$ cat src/rtl/ram_port_arbiter.sv
// ram_port_arbiter: clears a single-port RAM after reset, then round-robin arbitrates two requesters onto it
module ram_port_arbiter #(
    parameter int DATA_WIDTH = 8,
    parameter int ADDR_WIDTH = 4
) (
    input  logic                  clk,
    input  logic                  rst,
    input  logic                  a_valid,
    output logic                  a_ready,
    input  logic                  a_we,
    input  logic [ADDR_WIDTH-1:0] a_addr,
    input  logic [DATA_WIDTH-1:0] a_wdata,
    output logic                  a_rvalid,
    output logic [DATA_WIDTH-1:0] a_rdata,
    input  logic                  b_valid,
    output logic                  b_ready,
    input  logic                  b_we,
    input  logic [ADDR_WIDTH-1:0] b_addr,
    input  logic [DATA_WIDTH-1:0] b_wdata,
    output logic                  b_rvalid,
    output logic [DATA_WIDTH-1:0] b_rdata,
    output logic                  ram_we,
    output logic [ADDR_WIDTH-1:0] ram_addr,
    output logic [DATA_WIDTH-1:0] ram_din,
    input  logic [DATA_WIDTH-1:0] ram_dout,
    output logic                  init_done
);
    typedef enum logic {INIT, RUN} state_t;
    state_t state, state_next;
    logic [ADDR_WIDTH-1:0] cnt;
    logic last_b, rv_a, rv_b;
    // state, sweep counter, last grant and one-cycle read-response flags
    always_ff @(posedge clk) begin
        if (rst) begin
            state  <= INIT;
            cnt    <= '0;
            last_b <= 1'b1;
            rv_a   <= 1'b0;
            rv_b   <= 1'b0;
        end else begin
            state <= state_next;
            cnt   <= state == INIT ? cnt + 1'b1 : '0;
            if (a_ready || b_ready) last_b <= b_ready;
            rv_a  <= a_ready && !a_we;
            rv_b  <= b_ready && !b_we;
        end
    end
    // next state, grant decision and RAM port mux
    always_comb begin
        state_next = state;
        a_ready    = 1'b0;
        b_ready    = 1'b0;
        ram_we     = 1'b0;
        ram_addr   = '0;
        ram_din    = '0;
        if (state == INIT) begin
            ram_we     = 1'b1;
            ram_addr   = cnt;
            state_next = cnt == '1 ? RUN : INIT;
        end else begin
            a_ready  = a_valid && (!b_valid || last_b);
            b_ready  = b_valid && !a_ready;
            ram_we   = a_ready ? a_we : b_ready ? b_we : 1'b0;
            ram_addr = a_ready ? a_addr : b_ready ? b_addr : '0;
            ram_din  = a_ready ? a_wdata : b_ready ? b_wdata : '0;
        end
    end
    // a reset cycle suppresses any response still in flight
    assign a_rvalid  = rv_a && !rst;
    assign b_rvalid  = rv_b && !rst;
    assign a_rdata   = a_rvalid ? ram_dout : '0;
    assign b_rdata   = b_rvalid ? ram_dout : '0;
    assign init_done = state == RUN;
endmodule

$ cat config.mk
export PLATFORM = sky130hd
export DESIGN_NAME = ram_port_arbiter
export DESIGN_NICKNAME = d
export VERILOG_FILES = /design/src/rtl/ram_port_arbiter.sv
export SDC_FILE = /design/constraint.sdc
export NUM_CORES = 1
export LEC_CHECK = 0
export ABC_AREA = 1
export BUFFER_PORTS_ARGS = -buffer_cell sky130_fd_sc_hd__buf_2
export CORE_MARGIN = 2
export CORE_UTILIZATION = 31
export CTS_CLUSTER_SIZE = 16
export DETAILED_ROUTE_END_ITERATION = 10
export GPL_TIMING_DRIVEN = 0
export PLACE_DENSITY_LB_ADDON = 0.2
export SETUP_SLACK_MARGIN = 0.1
export SLEW_MARGIN = 5
export SYNTH_ARGS = -nofsm -noshare
export SYNTH_HDL_FRONTEND = slang
export SYNTH_SLANG_ARGS = --single-unit
$ cat constraint.sdc
create_clock -name clk -period 0.91 [get_ports clk]
set_input_delay 0.091 -clock clk [delete_from_list [all_inputs] [get_ports clk]]
set_output_delay 0.091 -clock clk [all_outputs]
set_load 0.01 [all_outputs]
==> results.txt <==
The fraction of layout cells with a size suffix above 1 is 0.719. The initial cell density of the core came out at 0.323. Derived from the worst setup path, the maximum achievable clock frequency is 0.770 GHz.

The overflow left after global routing is 0. Compared with the post-synthesis result, the final layout area differs by 107%. The initial DRC count is 18. Counting I/O delays and the setup requirement, the final critical path takes 1300 ps. Leaving out fill and tap cells, the most frequent cells in the layout are sky130_fd_sc_hd__buf_2, sky130_fd_sc_hd__buf_6, sky130_fd_sc_hd__nand2_1, sky130_fd_sc_hd__nand3_2, sky130_fd_sc_hd__nor2_1. The via count of the first global-routing pass is 837. The register bit total from synthesis is 8.

The largest buffer count on any clock path is 2. The ratio of final minimum period to clock period came out at 1.43. The critical path start-end classification is flip-flop to output port. The number of endpoints failing setup at the final stage came out at 36.

For this design, the CTS-stage hold fixing added 0 buffers. The clock reaches the later pin of the worst-skew pair after around 250 ps. The transition time at the pin with the least slew margin came out at 361 ps. Fill cells in the final layout number 187. The smallest setup slack after layout is -389 ps.

The number of placed instances, taps included came out at 211. The checks that failed: setup timing. The wire length of the first global-routing pass came out at around 3300 um. The area occupied by registers is 180 um^2. The post-synth net total came out at 151. Summed over all cells, the static leakage comes to roughly 0.00084 uW. Leaving out filler cells and counting taps, the final layout contains 227.

The die covers 2680 um^2. The clock transition at the registers of the reported paths is approximately 50 ps. The count of unresolved DRC violations after routing came out at 0. The reported max-cap violation count is 0. The cell area that synthesis handed to floorplanning was slightly above 700 um^2.

The core region area came out at 2190 um^2. The detail route stage leaves a number of antenna-violating nets equal to 0. The worst hold path belongs to the class input pin to flip-flop. The arrival time at the worst endpoint came out at approximately 1200 ps.

The clock tree root buffer cell is sky130_fd_sc_hd__clkbuf_4. The largest fanout of any net on the critical path is 10. Row generation in the floorplan step produced 17 rows.

The detailed-route via count is 1031. The final-report hold violation count was 0. The number of H-tree branching levels is 1.

The unique cell type count in the Yosys netlist is 19. STA classifies the critical path startpoint as a flip-flop. The average detailed-routed wire length per instance is roughly 11 um. The overall fraction of global-route tracks in use is 0.156. The post-layout net count came out at 239. Yosys printed 0 warnings.

The total count of max-transition violations in the final report is 0. The HPWL after detailed placement is around 1800 um. The relative slew slack came out at 0.759. The synthesized instance count came out at around 110. The area used by multi-input combinational logic is 588 um^2.

The sequential-to-total area share from yosys stat is 0.226. TritonCTS created 3 clock buffers. The flow ran to the end, but the final reports show violations. The repair_antennas step left the layout with diodes totalling 0. TritonCTS built the clock tree.

The most common cell after layout, fill and taps aside is sky130_fd_sc_hd__buf_2. Setup repair after global routing could not meet its margin everywhere. The first TritonRoute pass finished after 4 iterations. For this design the ratio of total power to cell area is ~600 nW/um^2. Across the routed clock network, the largest skew measured is 7.39 ps. The die width is 51.8 um. The total of buffers placed on input and output ports is 71.

The number of vias per cell after detailed routing came out at approximately 4.5. The largest net degree at the start of global routing is 11. The number of sinks driven by the clock tree is 8. The pre-CTS worst setup slack came out at -152 ps. The height of the die came out at 51.8 um. The boundary pin count is between 70 and 80.

After synthesis, the mean cell area works out to 6.32 um^2. Data on the critical path is required at its endpoint by 820 ps. The initial antenna violation count came out at 0. STA classifies the critical path endpoint as an output port. After detailed routing, the total wire length is 2490 um. The placer congestion estimate came out at 0.654. The worst-case IR drop observed on VDD is 0.000672 V.
## cell families after synthesis
| family | Yosys count | synth area share |
|---|---|---|
| AO/OA/AOI/OAI | 3 | 0.0371 |
| XOR/XNOR | 1 | 0.0124 |
| adder cells (fa/ha/maj) | 1 | 0.0177 |
| buffers and inverters | 22 | 0.145 |
| flip-flops | 8 | 0.226 |
| AND/OR/NAND/NOR | 77 | 0.562 |
## stage by stage
| stage | util | power, uW | hold slack [ps] | TNS [ps] | instance area (um^2) |
|---|---|---|---|---|---|
| 4_1_cts | 0.585 | 887 | 23.7 | -6740 | 1280 |
| 5_1_grt | 0.670 | 944 | 39.4 | -9050 | 1470 |
| 3_5_place_dp | 0.527 | 575 | 292 | -1420 | 1150 |
| 6_report | 0.670 | 880 | 51.9 | -7010 | 1470 |
| 2_1_floorplan | - | 460 | 150 | 0 | 763 |
| 3_3_place_gp | 0.527 | 570 | 282 | -1270 | 1150 |
## sequential cells by signal (all words and copies together), names as in the netlist
signal / flops
cnt: 4
init_done: 1
last_b: 1
rv_a: 1
rv_b: 1
## synthesized netlist by cell type (all sizes together)
master  count  area (um^2)
nand2      27          111
xnor2       1         8.76
ha          1         12.5
nor3        1         5.00
nand4       5         31.3
buf         3         31.3
dfxtp       8          160
a21oi       3         26.3
or2         1         6.26
nor2       21         78.8
inv        19         71.3
nand3      22          165
## routing by layer
| layer | vias up | part of all wire | global-route usage |
|---|---|---|---|
| met5 | - | 0 | 0 |
| met3 | 0 | 0.056 | 0.0316 |
| li1 | 534 | - | - |
| met4 | 0 | 0 | 0.0307 |
| met1 | 469 | 0.38 | 0.167 |
| met2 | 28 | 0.57 | 0.312 |
## worst max-delay path, stage by stage (launching register included)
cell and delay, ps:
sky130_fd_sc_hd__dfxtp_4 360, sky130_fd_sc_hd__a21oi_4 180, sky130_fd_sc_hd__buf_8 160, sky130_fd_sc_hd__nand3_2 80, sky130_fd_sc_hd__nand2_2 90, sky130_fd_sc_hd__buf_6 100
## power breakdown
part	switching [uW]	internal, uW
logic	112	117
clock network	112	167
registers	20.0	352
total	244	636
## timing repair
action / in CTS / in global routing
endpoints found under the setup margin: 42 / 42
resized for setup: 20 / 33
buffers inserted: 3 / 5
gates cloned: 1 / 3
pin swaps: 1 / 2
## cell type report
type,count,area share
plain buffers,3,0.0256
multi-input cells,84,0.400
repair inverters,1,0.00426
well taps,28,0.0239
flip-flops and latches,8,0.123
inverters,19,0.0520
clock buffers,4,0.0179
repair buffers,80,0.353
## worst paths after layout
check / start / endpoint / slack, ps / cells after the start
max: last_b$_SDFFE_PP1P_ / ram_din[0] / -390 / 5
min: a_we / rv_a$_SDFF_PP0_ / 50 / 2
max reg2reg: last_b$_SDFFE_PP1P_ / last_b$_SDFFE_PP1P_ / -100 / 6
min reg2reg: cnt[0]$_SDFF_PP0_ / cnt[0]$_SDFF_PP0_ / 460 / 1
No activity file was read; power rests on OpenSTA's default activity.
